### src/rtl/pc_seq_ctrl_pkg.sv
// pc_seq_ctrl_pkg: shared definitions for the PC sequencing controller.
//   seq_state_e          - controller state encodings
//   Jump/Hold/Halt flags - named enable/disable levels for the command flags
//   ZeroWord             - all-zero bus word
package pc_seq_ctrl_pkg;

  localparam int unsigned RegBusW = 32;

  typedef enum logic [1:0] {
    RUN       = 2'd0,
    FLUSH     = 2'd1,
    HALT_PEND = 2'd2,
    HALTED    = 2'd3
  } seq_state_e;

  localparam logic JumpEnable  = 1'b1;
  localparam logic JumpDisable = 1'b0;
  localparam logic HoldEnable  = 1'b1;
  localparam logic HoldDisable = 1'b0;
  localparam logic HaltEnable  = 1'b1;
  localparam logic HaltDisable = 1'b0;

  localparam logic [RegBusW-1:0] ZeroWord = '0;

endpackage

### src/rtl/pc_seq_ctrl_cnt.sv
// pc_seq_cnt: loadable down-counter, saturating at zero.
//   clk, rst  - clock, synchronous active-high reset (count -> 0)
//   load      - load load_val (has priority over dec)
//   load_val  - value to load
//   dec       - decrement by one, holds at zero
//   cnt       - current count
//   zero      - count is zero
module pc_seq_cnt #(
  parameter int unsigned W = 4
) (
  input  logic         clk,
  input  logic         rst,
  input  logic         load,
  input  logic [W-1:0] load_val,
  input  logic         dec,
  output logic [W-1:0] cnt,
  output logic         zero
);

  always_ff @(posedge clk) begin
    if (rst) begin
      cnt <= '0;
    end else if (load) begin
      cnt <= load_val;
    end else if (dec && (cnt != '0)) begin
      cnt <= cnt - W'(1);
    end
  end

  assign zero = (cnt == '0);

endmodule

### src/rtl/pc_seq_ctrl.sv
// pc_seq_ctrl: pipeline sequencing controller in front of the PC register.
// Arbitrates EX jump, EX stall, bus wait and debug halt/resume into one
// registered jump/hold command, plus IF/ID flush/stall strobes and the
// debug halt acknowledge. All outputs are registered (1-cycle latency).
//   clk, rst                      - clock, synchronous active-high reset
//   pc_i                          - current PC
//   jump_req_i, jump_addr_i       - EX redirect request and target
//   stall_ex_i, stall_ex_addr_i   - EX multi-cycle busy and PC to hold
//   stall_bus_i                   - instruction bus not ready
//   halt_req_i, resume_req_i      - debug halt (level) / resume (pulse)
//   jump_flag_o, jump_addr_o      - redirect command to the PC register
//   hold_flag_o, hold_addr_o      - hold command to the PC register
//   flush_o, stall_o              - IF/ID kill / freeze
//   halted_o                      - debug halt acknowledge
module pc_seq_ctrl
  import pc_seq_ctrl_pkg::*;
#(
  parameter int unsigned ADDR_W       = 32,
  parameter int unsigned FLUSH_CYCLES = 2,
  parameter int unsigned DRAIN_MAX    = 15
) (
  input  logic              clk,
  input  logic              rst,
  input  logic [ADDR_W-1:0] pc_i,
  input  logic              jump_req_i,
  input  logic [ADDR_W-1:0] jump_addr_i,
  input  logic              stall_ex_i,
  input  logic [ADDR_W-1:0] stall_ex_addr_i,
  input  logic              stall_bus_i,
  input  logic              halt_req_i,
  input  logic              resume_req_i,
  output logic              jump_flag_o,
  output logic [ADDR_W-1:0] jump_addr_o,
  output logic              hold_flag_o,
  output logic [ADDR_W-1:0] hold_addr_o,
  output logic              flush_o,
  output logic              stall_o,
  output logic              halted_o
);

  localparam logic [ADDR_W-1:0] AddrZero  = ADDR_W'(ZeroWord);
  localparam logic [2:0]        FlushInit = 3'(FLUSH_CYCLES);
  localparam logic [3:0]        DrainInit = 4'(DRAIN_MAX);

  seq_state_e        state, state_nxt;
  logic [ADDR_W-1:0] halt_pc, halt_pc_nxt;

  logic              jump_flag_nxt, hold_flag_nxt, flush_nxt, stall_nxt, halted_nxt;
  logic [ADDR_W-1:0] jump_addr_nxt, hold_addr_nxt;

  logic       flush_load, flush_dec, flush_zero;
  logic       drain_load, drain_dec, drain_zero;
  logic [2:0] flush_cnt;
  logic [3:0] drain_cnt;
  logic       flush_last, drain_last;

  pc_seq_cnt #(.W(3)) u_flush_cnt (
    .clk      (clk),
    .rst      (rst),
    .load     (flush_load),
    .load_val (FlushInit),
    .dec      (flush_dec),
    .cnt      (flush_cnt),
    .zero     (flush_zero)
  );

  pc_seq_cnt #(.W(4)) u_drain_cnt (
    .clk      (clk),
    .rst      (rst),
    .load     (drain_load),
    .load_val (DrainInit),
    .dec      (drain_dec),
    .cnt      (drain_cnt),
    .zero     (drain_zero)
  );

  // Last cycle of the window: counter is about to reach (or sits at) zero.
  assign flush_last = flush_zero || (flush_cnt == 3'd1);
  assign drain_last = drain_zero || (drain_cnt == 4'd1);

  always_comb begin
    state_nxt     = state;
    halt_pc_nxt   = halt_pc;
    jump_flag_nxt = JumpDisable;
    jump_addr_nxt = AddrZero;
    hold_flag_nxt = HoldDisable;
    hold_addr_nxt = AddrZero;
    flush_nxt     = 1'b0;
    stall_nxt     = 1'b0;
    halted_nxt    = HaltDisable;
    flush_load    = 1'b0;
    flush_dec     = 1'b0;
    drain_load    = 1'b0;
    drain_dec     = 1'b0;

    case (state)
      RUN, FLUSH: begin
        if (jump_req_i) begin
          jump_flag_nxt = JumpEnable;
          jump_addr_nxt = jump_addr_i;
          flush_nxt     = 1'b1;
          flush_load    = 1'b1;
          state_nxt     = FLUSH;
        end else if ((state == FLUSH) && !flush_last) begin
          // Flush dominates: stall inputs are not looked at here.
          flush_nxt = 1'b1;
          flush_dec = 1'b1;
        end else if (halt_req_i) begin
          // PC is captured here and held for the whole halt.
          state_nxt     = HALT_PEND;
          drain_load    = 1'b1;
          halt_pc_nxt   = pc_i;
          hold_flag_nxt = HoldEnable;
          hold_addr_nxt = pc_i;
        end else if (state == FLUSH) begin
          state_nxt = RUN;
        end else if (stall_ex_i) begin
          hold_flag_nxt = HoldEnable;
          hold_addr_nxt = stall_ex_addr_i;
          stall_nxt     = 1'b1;
        end else if (stall_bus_i) begin
          hold_flag_nxt = HoldEnable;
          hold_addr_nxt = pc_i;
          stall_nxt     = 1'b1;
        end
      end

      HALT_PEND: begin
        if (jump_req_i) begin
          // Redirect replaces the halt PC; the hold resumes there next cycle.
          jump_flag_nxt = JumpEnable;
          jump_addr_nxt = jump_addr_i;
          halt_pc_nxt   = jump_addr_i;
          drain_load    = 1'b1;
        end else if (!halt_req_i) begin
          state_nxt = RUN;
        end else if ((!stall_ex_i && !stall_bus_i) || drain_last) begin
          state_nxt     = HALTED;
          halted_nxt    = HaltEnable;
          hold_flag_nxt = HoldEnable;
          hold_addr_nxt = halt_pc;
          stall_nxt     = 1'b1;
        end else begin
          hold_flag_nxt = HoldEnable;
          hold_addr_nxt = halt_pc;
          drain_dec     = 1'b1;
        end
      end

      HALTED: begin
        // Resume goes through RUN, so a still-asserted halt re-enters HALT_PEND.
        if (resume_req_i) begin
          state_nxt = RUN;
        end else begin
          halted_nxt    = HaltEnable;
          hold_flag_nxt = HoldEnable;
          hold_addr_nxt = halt_pc;
          stall_nxt     = 1'b1;
        end
      end

      default: state_nxt = RUN;
    endcase
  end

  always_ff @(posedge clk) begin
    if (rst) begin
      state       <= RUN;
      halt_pc     <= AddrZero;
      jump_flag_o <= JumpDisable;
      jump_addr_o <= AddrZero;
      hold_flag_o <= HoldDisable;
      hold_addr_o <= AddrZero;
      flush_o     <= 1'b0;
      stall_o     <= 1'b0;
      halted_o    <= HaltDisable;
    end else begin
      state       <= state_nxt;
      halt_pc     <= halt_pc_nxt;
      jump_flag_o <= jump_flag_nxt;
      jump_addr_o <= jump_addr_nxt;
      hold_flag_o <= hold_flag_nxt;
      hold_addr_o <= hold_addr_nxt;
      flush_o     <= flush_nxt;
      stall_o     <= stall_nxt;
      halted_o    <= halted_nxt;
    end
  end

endmodule

### config.mk
export PLATFORM = sky130hd
export DESIGN_NAME = pc_seq_ctrl
export DESIGN_NICKNAME = d
export VERILOG_FILES = /design/src/rtl/pc_seq_ctrl_pkg.sv /design/src/rtl/pc_seq_ctrl_cnt.sv /design/src/rtl/pc_seq_ctrl.sv
export SDC_FILE = /design/constraint.sdc
export NUM_CORES = 1
export LEC_CHECK = 0
export ABC_AREA = 1
export CAP_MARGIN = 20
export CORE_UTILIZATION = 40
export CTS_CLUSTER_DIAMETER = 150
export DETAILED_ROUTE_END_ITERATION = 8
export GPL_TIMING_DRIVEN = 0
export PLACE_DENSITY_LB_ADDON = 0.3
export REMOVE_ABC_BUFFERS = 1
export SLEW_MARGIN = 20
export SYNTH_ARGS = -nofsm -noshare
export SYNTH_HDL_FRONTEND = slang
export SYNTH_HIERARCHICAL = 1
export SYNTH_SLANG_ARGS = --single-unit
### constraint.sdc
create_clock -name clk -period 2.8 [get_ports clk]
set_input_delay 0.42 -clock clk [delete_from_list [all_inputs] [get_ports clk]]
set_output_delay 0.42 -clock clk [all_outputs]
set_load 0.02 [all_outputs]
==> results of run 1 <==
-- final timing paths --
| check | slack [ns] | to | cells after the start |
|---|---|---|---|
| worst min-delay path | 0.46 | hold_addr_o[4]$_SDFF_PP0_ | 2 |
| worst max-delay path | 0.26 | u_drain_cnt/cnt[2]$_SDFFE_PP0P_ | 12 |
| worst min register to register | 0.46 | hold_addr_o[4]$_SDFF_PP0_ | 2 |
| worst max register to register | 0.26 | u_drain_cnt/cnt[2]$_SDFFE_PP0P_ | 13 |
-- Yosys cell counts, drive strengths merged --
| master | count |
|---|---|
| nand2 | 358 |
| nor2 | 123 |
| dfxtp | 110 |
| inv | 97 |
| nand3 | 47 |
| a21oi | 39 |
| o21ai | 39 |
| clkbuf | 29 |
| buf | 19 |
| ha | 3 |
| clkinv | 2 |
| conb | 2 |
| nand4 | 2 |
| o22ai | 1 |
| or2 | 1 |
| xor2 | 1 |
-- final cells by class --
cell class | count | share of cell area, %
Clock inverter | 5 | 0.6557
Timing Repair Buffer | 181 | 25.51
Antenna cell | 1 | 0.03279
Multi-Input combinational cell | 621 | 34.18
Tap cell | 172 | 2.820
Clock buffer | 11 | 3.049
Inverter | 99 | 4.902
Sequential cell | 110 | 28.85
-- kinds of logic (layout without fill, tap and decap cells) --
group / after synthesis / count (layout) / synth area share, %
xor gates and xnor gates: 1 / 1 / 0.1639
adders and majority gates: 3 / 3 / 0.7025
other: 2 / 8 / 0.1405
and+or+nand+nor: 531 / 531 / 39.01
buffers and inverters: 147 / 296 / 11.21
AOI/OAI and AO/OA: 79 / 79 / 7.563
DFF: 110 / 110 / 41.21
-- critical path, cell delays in order --
cell and delay [ns]:
clkdlybuf4s50_1 0.61, inv_1 0.13, nand2_1 0.17, nor2_1 0.13, a21oi_4 0.61, inv_1 0.17, inv_2 0.17, nand2_1 0.07
o22ai_1 0.13, nand2_1 0.07, nand2_1 0.06, nor2_1 0.04
-- layer usage --
metal,global-route usage [%],part of all wire [%],vias to the layer above
met5,0,0,-
met4,6.170,1.1,0
met3,7.074,7.5,18
met2,38.31,47,206
met1,29.11,44,2464
li1,-,-,2911
-- registers in the layout, indices dropped and copies added (netlist names) --
name,count
state,2
halt_pc,32
hold_flag_o,1
flush_o,1
hold_addr_o,32
halted_o,1
jump_addr_o,32
u_flush_cnt/cnt,3
u_drain_cnt/cnt,4
jump_flag_o,1
stall_o,1
-- stage by stage --
stage / utilization [%] / cells / total power, mW / cell area, sq um
6_report: 59.51 / 1200 / 4.767 / 7632
5_1_grt: 59.51 / 1200 / 5.077 / 7632
4_1_cts: 59.49 / 1199 / 4.801 / 7630
3_5_place_dp: 57.29 / 1183 / 3.518 / 7347
3_3_place_gp: 55.07 / 1173 / 3.428 / 7063
2_1_floorplan: - / 830 / 2.829 / 5136
-- power breakdown --
group	internal [mW]	switching [mW]	total, mW
logic	0.663	0.956	1.62
registers	1.77	0.107	1.88
clock network	0.689	0.581	1.27
==> summary.txt, run 1 <==
Floorplan
  – Core area: around 13000 sq um
  – Io pins: 172
  – Die area: 13830 sq um
  – Initial core utilization: a little over two fifths
  – Die Wd: 117.6 um
  – Row cnt: 41
  – Die Ht: 117.6 um

Timing
  – Fmax: 393.1 MHz
  – Hold WS: 0.4637 ns
  – Min Tclk post-route: 2.544 ns
  – Final period util: between 90 and 100%
  – Total negative slack: 0 ns
  – Slew HR: 51.55%
  – Slew @ Worst Pin: approximately 0.73 ns
  – Clock Skew: 0.005183 ns
  – Fin. max-slew vios: 0
  – Final setup margin: 0.2558 ns
  – RSZ-0062 raised after global routing: false
  – Final Hold Fails: 0
  – Final-report setup violation count: 0

Yosys
  – Synth Register Bits: 110
  – Synth area leaders: dfxtp_1 41%, nand2_1 25%, nor2_1 8.5%
  – Yosys warns: 6
  – Post-synthesis cell count: between 800 and 900
  – Synth area leader: dfxtp_1
  – Synth top area share: 41.21%
  – Post-synth cell types: 24
  – Mapped Area: roughly 5300 sq um
  – Avg Inst Size Synth: 6.121 sq um
  – Seq/Total Area, Yosys: roughly two fifths

Detailed routing
  – Vias/cell: about 4.7
  – Antenna Nets Post-Route: 0
  – Iteration-0 DRC Markers: 382
  – Total Wirelength: 15790 um
  – DRC viols: 0
  – Routed vias: 5599
  – Drt pass-1 iters: 7
  – Avg WL per Cell: 13.16 um

Power and ir drop
  – Maximum vdd drop: roughly 0.37 mV
  – PD cells: 624.6 nW/um^2
  – P_leak: 3.705 nW

Critical path
  – Worst EP arrival: around 2.8 ns
  – Crit. Startpoint: jump_req_i
  – Critical path capture point type: register
  – Crit path kind: in2reg
  – Startpoint Class: primary input
  – CP required: 3.05 ns
  – Max Fanout on Critical Path: 21
  – FF-to-FF Start: u_flush_cnt/cnt[0]$_SDFFE_PP0P_

Clocking
  – Max Root-Sink Buffers: 2
  – Clk root buf: clkbuf_16
  – Clock transition at path regs: 0.07 ns
  – Insertion delay to the later sink of the worst-skew pair: 0.35 ns
  – Post-CTS Hold Fix Bufs: 0
  – Num CTS Buffers: 9
  – CTS resizes: 0
  – Setup bufs post-CTS: 0
  – CTS sink count: 110
  – CTS tree: done
  – CTS H-tree depth: 3

GRT
  – Vias in the first global route: 5038
  – Largest net degree at the start of global routing: 67
  – Total track usage: 23.16%
  – First-pass GRT wire length: 25590 um
  – Antenna violations before repair: 1
  – Grt ovf: 0

Min path
  – Hold Path Class: reg2reg
  – Worst Hold Launch: halt_pc[4]$_SDFFE_PP0P_

Run
  – Total of max-cap violations: 0

Layout
  – # nets final: 1128
  – Most frequent cells in the layout: 355 x nand2_1, 167 x clkdlybuf4s50_1, 121 x nor2_1
  – Register Area: 2202 sq um
  – Layout cells sized above 1: 4.479%
  – Multi-input logic area: between 2000 and 3000 sq um
  – Area growth from synthesis to layout: 42.82%
  – Commonest non-fill, non-tap cell in the layout: nand2_1
  – Filler Cells Inserted: between 1000 and 1500

Place
  – Post-place setup slack: -0.06278 ns
  – RePlAce Congestion: 0.8342
  – Placed wire-length estimate: about 11000 um
  – IO Port Bufs: 171

Run status
  – Status: finished clean
(Power assumes the default switching activity.)
==> run 2, diff against run 1 <==
--- a/config.mk
+++ b/config.mk
@@ -9,6 +9,7 @@
 export CAP_MARGIN = 20
 export CORE_UTILIZATION = 40
 export CTS_CLUSTER_DIAMETER = 150
+export CTS_CLUSTER_SIZE = 14
 export DETAILED_ROUTE_END_ITERATION = 8
 export GPL_TIMING_DRIVEN = 0
 export PLACE_DENSITY_LB_ADDON = 0.3
@@ -16,5 +17,4 @@
 export SLEW_MARGIN = 20
 export SYNTH_ARGS = -nofsm -noshare
 export SYNTH_HDL_FRONTEND = slang
-export SYNTH_HIERARCHICAL = 1
 export SYNTH_SLANG_ARGS = --single-unit
==> summary.txt, run 2 <==
GRT
  – Grt ovf: 0 (unchanged)
  – Antenna violations before repair: 0 (-1)
  – Total track usage: 21.63% (-1.5 points)
  – First-pass GRT wire length: 22230 um (-13%)
  – Largest net degree at the start of global routing: 67 (unchanged)
  – Vias in the first global route: 4807 (-4.6%)

Yosys
  – Seq/Total Area, Yosys: 43.88% (+2.7 points)
  – Top-count cell post-synth: nand2_1
  – Main synth FF type: dfxtp_1
  – Synth area leader: dfxtp_1
  – Synth area leaders: dfxtp_1 44%, nand2_1 18%, a22oi_1 4.8%
  – EDFF count, synth: 0 (unchanged)
  – Avg Inst Size Synth: 7.348 sq um (+20%)
  – Yosys warns: 0 (-6)
  – Mapped Area: 5019 sq um (-6.1%)
  – Synth top area share: 43.88% (+2.7 points)
  – Synth Register Bits: 110 (unchanged)
  – Top post-synthesis cells by count: 235 x nand2_1, 110 x dfxtp_1, 51 x inv_1
  – Post-synth cell types: 31 (+29%)
  – Async SR Flop Fraction: 0% (unchanged)
  – Post-synthesis cell count: 683 (-22%)

Detailed routing
  – Antenna Nets Post-Route: 0 (unchanged)
  – Vias/cell: 4.858 (+4.1%)
  – Avg WL per Cell: 13.74 um (+4.5%)
  – Drt pass-1 iters: 5 (-2)
  – Routed vias: 4868 (-13%)
  – Iteration-0 DRC Markers: 306 (-20%)
  – DRC viols: 0 (unchanged)
  – Total Wirelength: 13770 um (-13%)

Clocking
  – CTS sink count: 110 (unchanged)
  – Insertion delay to the later sink of the worst-skew pair: 0.35 ns (about the same)
  – Max Root-Sink Buffers: 2 (unchanged)
  – Clock transition at path regs: 0.07 ns (about the same)
  – Num CTS Buffers: 9 (unchanged)
  – CTS tree: done
  – CTS resizes: 0 (unchanged)
  – Clk root buf: clkbuf_16
  – CTS H-tree depth: 3 (unchanged)
  – Setup bufs post-CTS: 0 (unchanged)
  – Post-CTS Hold Fix Bufs: 0 (unchanged)

Run
  – Total of max-cap violations: 0 (unchanged)

Floorplan
  – Initial core utilization: 41.44% (-0.23 points)
  – Row cnt: 40 (-2.4%)
  – Die Wd: 114.0 um (-3.0%)
  – Die area: 13000 sq um (-6.0%)
  – Io pins: 172 (unchanged)
  – Die Ht: 114.0 um (-3.0%)
  – Core area: 12110 sq um (-5.6%)

Run status
  – Status: finished clean

Timing
  – Clock Skew: 0.006917 ns (+0.001734 ns)
  – Final-report setup violation count: 0 (unchanged)
  – RSZ-0062 raised after global routing: false
  – Fin. max-slew vios: 0 (unchanged)
  – Final period util: 88.53% (-2.3 points)
  – Min Tclk post-route: 2.479 ns (-0.06540 ns)
  – Slew @ Worst Pin: 0.8209 ns (+0.09519 ns)
  – Slew HR: 45.27% (-6.3 points)
  – Fmax: 403.4 MHz (+2.6%)
  – Final Hold Fails: 0 (unchanged)
  – Hold WS: 0.4518 ns (-0.01195 ns)

Layout
  – Layout cells sized above 1: 10.19% (+5.7 points)
  – Multi-input logic area: 2323 sq um (-11%)
  – Area growth from synthesis to layout: 41.06%
  – Fin util: 58.45% (-1.1 points)
  – Top flop regs: halt_pc x32, hold_addr_o x32, jump_addr_o x32
  – Ant diodes: 0 (-1)
  – # nets final: 937 (-17%)
  – Most frequent cells in the layout: 235 x nand2_1, 168 x clkdlybuf4s50_1, 110 x dfxtp_1
  – Final std cells w/o fill: 1002 (-17%)
  – Register Area: 2202 sq um (unchanged)
  – Commonest non-fill, non-tap cell in the layout: nand2_1
  – Filler Cells Inserted: 1125 (-8.3%)

Place
  – Placed wire-length estimate: 9291 um (-12%)
  – IO Port Bufs: 171 (unchanged)
  – Post-Place Cells: 986 (-17%)
  – RePlAce Congestion: 0.8739 (+4.8%)

Power and ir drop
  – PD cells: 619.5 nW/um^2 (-0.82%)
  – P_leak: 3.015 nW (-19%)
  – Maximum vdd drop: 0.4472 mV (+22%)

Critical path
  – Crit path kind: reg2reg
  – CP required: 3.09 ns (+0.04 ns)
  – Critical path's most frequent cell: nand2_1
  – Critical path capture point type: register
  – CP max stage delay: 0.72 ns (+0.11 ns)
  – Critical path's slowest cell: dfxtp_1
  – Max Fanout on Critical Path: 66 (+210%)
  – Worst EP arrival: 2.77 ns (-0.02 ns)
  – Startpoint Class: register
  – Critical path cell sequence: nand2_4, nor2_4, o21ai_2, inv_2, nand2_1, nand2_1

Min path
  – Hold Path Class: reg2reg
## run 2: changes by cell type after synthesis, moves of 22 or more
cell	previous run	this run
o21ai_1	0	41
nand2_2	0	22
inv_1	93	51
clkbuf_1	29	7
nor2_1	121	45
nand3_1	46	11
a22oi_1	0	32
nand2_1	356	235
## run 2: per-layer routing
metal	GRT usage, %	share of wire [%]
met1	24.60	42
met2	37.58	49
met3	7.439	8.1
met4	7.619	1.0
met5	0	0
## run 2: through the flow
| step | setup WS [ns] | power (mW) | cell area (sq um) | setup TNS (ns) |
|---|---|---|---|---|
| 5_1_grt | 0.09542 | 4.624 | 7079 | 0 |
| 3_5_place_dp | 0.3293 | 3.117 | 6778 | 0 |
| 3_3_place_gp | -1.550 | 3.038 | 6654 | -107.89 |
| 2_1_floorplan | 0.8288 | 2.556 | 4732 | 0 |
| 6_report | 0.3212 | 4.386 | 7079 | 0 |
| 4_1_cts | 0.3318 | 4.422 | 7079 | 0 |
## run 2: power breakdown
part | internal [mW] | switching (mW) | total (mW)
sequential | 1.72 | 0.0927 | 1.82
clock | 0.739 | 0.565 | 1.30
combinational | 0.517 | 0.748 | 1.26
total | 2.98 | 1.41 | 4.39
## run 2: critical path: cells and delay by family (launching register included)
kind                   cells  cell delay (ns)
and+or+nand+nor            4             1.10
DFF                        1             0.72
buffers and inverters      1             0.48
AOI/OAI and AO/OA          1             0.11
## run 2: logic make-up after synthesis
kind of cell / count (synthesis) / share of synthesized area [%]
and+or+nand+nor: 324 / 26.73
AOI/OAI and AO/OA: 145 / 17.90
DFF: 110 / 43.88
buffers and inverters: 99 / 10.25
adders and majority gates: 5 / 1.247
## run 2: layout make-up
cell class / count / area share (%)
tap: 168 / 2.969
clock inverter: 4 / 0.6363
timing repair buffer: 176 / 25.63
clock buffer: 12 / 3.623
inverter: 58 / 3.217
sequential: 110 / 31.11
multi-input combinational: 474 / 32.82
## run 2: worst paths after layout
path	from	to	slack, ns	cells past startpoint
worst max register to register	state[1]$_SDFFE_PP0P_	hold_addr_o[25]$_SDFF_PP0_	0.32	6
worst min-delay path	halt_pc[11]$_SDFFE_PP0P_	hold_addr_o[11]$_SDFF_PP0_	0.45	2
worst max-delay path	state[1]$_SDFFE_PP0P_	hold_addr_o[25]$_SDFF_PP0_	0.32	6
worst min register to register	halt_pc[11]$_SDFFE_PP0P_	hold_addr_o[11]$_SDFF_PP0_	0.45	2
==> run 3, diff against run 2 <==
--- a/config.mk
+++ b/config.mk
@@ -13,7 +13,7 @@
 export DETAILED_ROUTE_END_ITERATION = 8
 export GPL_TIMING_DRIVEN = 0
 export PLACE_DENSITY_LB_ADDON = 0.3
-export REMOVE_ABC_BUFFERS = 1
+export SETUP_SLACK_MARGIN = 0.3
 export SLEW_MARGIN = 20
 export SYNTH_ARGS = -nofsm -noshare
 export SYNTH_HDL_FRONTEND = slang
==> summary.txt, run 3 (synthesis results as in run 2) <==
Run status
  – Status: finished clean

Timing
  – Final Hold Fails: 0 (unchanged)
  – Total negative slack: 0 ns (unchanged)
  – Final period util: 62.53% (-26 points)
  – Slew @ Worst Pin: 0.7595 ns (-0.06142 ns)
  – Clock Skew: 0.009417 ns (+0.002500 ns)
  – RSZ-0062 raised after global routing: false
  – Final-report setup violation count: 0 (unchanged)
  – Slew HR: 49.37% (+4.1 points)
  – Fmax: 571.2 MHz (+42%)
  – Fin. max-slew vios: 0 (unchanged)
  – Min Tclk post-route: 1.751 ns (-0.7280 ns)

Clocking
  – Setup bufs post-CTS: 0 (unchanged)
  – CTS H-tree depth: 3 (unchanged)
  – CTS sink count: 110 (unchanged)
  – Clock transition at path regs: 0.07 ns (about the same)
  – Clk root buf: clkbuf_16
  – Insertion delay to the later sink of the worst-skew pair: 0.37 ns (+0.02 ns)
  – Max Root-Sink Buffers: 2 (unchanged)
  – Post-CTS Hold Fix Bufs: 0 (unchanged)
  – CTS resizes: 0 (unchanged)
  – Num CTS Buffers: 9 (unchanged)
  – CTS tree: done

Floorplan
  – Die area: 13000 sq um (unchanged)
  – Core area: 12110 sq um (unchanged)
  – Die Wd: 114.0 um (unchanged)
  – Die Ht: 114.0 um (unchanged)
  – Io pins: 172 (unchanged)
  – Row cnt: 40 (unchanged)
  – Initial core utilization: 41.44% (unchanged)

Layout
  – Area growth from synthesis to layout: 43.78%
  – Ant diodes: 0 (unchanged)
  – Most frequent cells in the layout: 235 x nand2_1, 169 x clkdlybuf4s50_1, 110 x dfxtp_1
  – Filler Cells Inserted: 1163 (+3.4%)
  – # nets final: 971 (+3.6%)
  – Layout cells sized above 1: 12.56% (+2.4 points)
  – Fin util: 59.58% (+1.1 points)
  – Top flop regs: halt_pc x32, hold_addr_o x32, jump_addr_o x32
  – Commonest non-fill, non-tap cell in the layout: nand2_1

Critical path
  – Startpoint Class: register
  – Crit path kind: reg2out
  – Critical path capture point type: output pin
  – WP buf/inv: 1 (unchanged)
  – Worst EP arrival: 1.33 ns (-1.44 ns)
  – CP required: 2.38 ns (-0.71 ns)
  – Max Fanout on Critical Path: 1 (-98%)
  – Critical path's slowest cell: clkdlybuf4s50_1
  – CP max stage delay: 0.64 ns (-0.08 ns)
  – Critical path's top delay family: buffers and inverters
  – Critical path cell sequence: clkdlybuf4s50_1

Power and ir drop
  – P_leak: 3.101 nW (+2.9%)
  – Maximum vdd drop: 0.3660 mV (-18%)
  – PD cells: 618.4 nW/um^2 (-0.17%)

Detailed routing
  – Vias/cell: 4.882 (+0.49%)
  – Iteration-0 DRC Markers: 378 (+24%)
  – DRC viols: 0 (unchanged)
  – Avg WL per Cell: 14.22 um (+3.4%)
  – Routed vias: 5058 (+3.9%)
  – Drt pass-1 iters: 5 (unchanged)
  – Total Wirelength: 14730 um (+7.0%)
  – Antenna Nets Post-Route: 0 (unchanged)

Run
  – Total of max-cap violations: 0 (unchanged)

Place
  – IO Port Bufs: 169 (-1.2%)
  – Placed wire-length estimate: 10730 um (+15%)
  – RePlAce Congestion: 0.9588 (+9.7%)

GRT
  – Grt ovf: 0 (unchanged)
  – Vias in the first global route: 4754 (-1.1%)
  – Largest net degree at the start of global routing: 19 (-72%)
  – Antenna violations before repair: 0 (unchanged)
  – First-pass GRT wire length: 23290 um (+4.8%)
  – Total track usage: 23.07% (+1.4 points)

Min path
  – Hold Path Class: reg2reg

Yosys
  – Syn nets: between 700 and 800
[run 3: power breakdown]
group / internal [mW] / total (mW) / leakage, nW / switching (mW)
Clock: 0.660 / 1.28 / 0.136 / 0.618
Combinational: 0.588 / 1.39 / 2.07 / 0.799
Sequential: 1.72 / 1.80 / 0.900 / 0.0731
Total: 2.97 / 4.46 / 3.10 / 1.49
[run 3: layout make-up]
class | count | area, sq um | share of cell area (%)
timing repair buffer | 169 | 1692 | 23.44
buffer | 41 | 286.5 | 3.971
tap | 168 | 210.2 | 2.913
clock inverter | 5 | 42.54 | 0.5896
clock buffer | 11 | 252.7 | 3.503
sequential | 110 | 2202 | 30.52
inverter | 58 | 227.7 | 3.156
multi-input combinational | 474 | 2302 | 31.91
[run 3: path summary, 6_finish.rpt]
check                                   from                    endpoint  slack, ns  cells after the start
max               hold_addr_o[29]$_SDFF_PP0_             hold_addr_o[29]       1.05                      1
min                 halt_pc[13]$_SDFFE_PP0P_  hold_addr_o[13]$_SDFF_PP0_       0.45                      2
max reg2reg  u_flush_cnt.cnt[0]$_SDFFE_PP0P_    halt_pc[16]$_SDFFE_PP0P_       1.17                     10
min reg2reg         halt_pc[13]$_SDFFE_PP0P_  hold_addr_o[13]$_SDFF_PP0_       0.45                      2
[run 3: worst reg2reg max path, delay by kind of cell (launching register included)]
kind,cells,cell delay [ns]
AO/OA/AOI/OAI,2,0.29
adder cells (fa/ha/maj),1,0.20
buffers and inverters,3,0.38
flip-flops,1,0.36
AND/OR/NAND/NOR,4,0.36
[run 3: stage by stage]
stage	total power [mW]	worst slack [ns]	hold slack, ns	instance area (sq um)	std cells
2_1_floorplan	2.700	1.381	0.4262	5019	683
3_3_place_gp	3.196	0.7123	0.4333	6920	1020
3_5_place_dp	3.208	0.7216	0.4386	6920	1020
4_1_cts	4.480	1.050	0.4530	7216	1036
5_1_grt	4.706	1.018	0.4733	7216	1036
6_report	4.462	1.049	0.4542	7216	1036
[run 3: per-layer routing]
layer,vias up,share of wire [%],global-route usage [%]
li1,2528,-,-
met1,2325,44,28.75
met2,178,48,38.18
met3,27,6.3,5.632
met4,0,2.3,9.351
met5,-,0,0
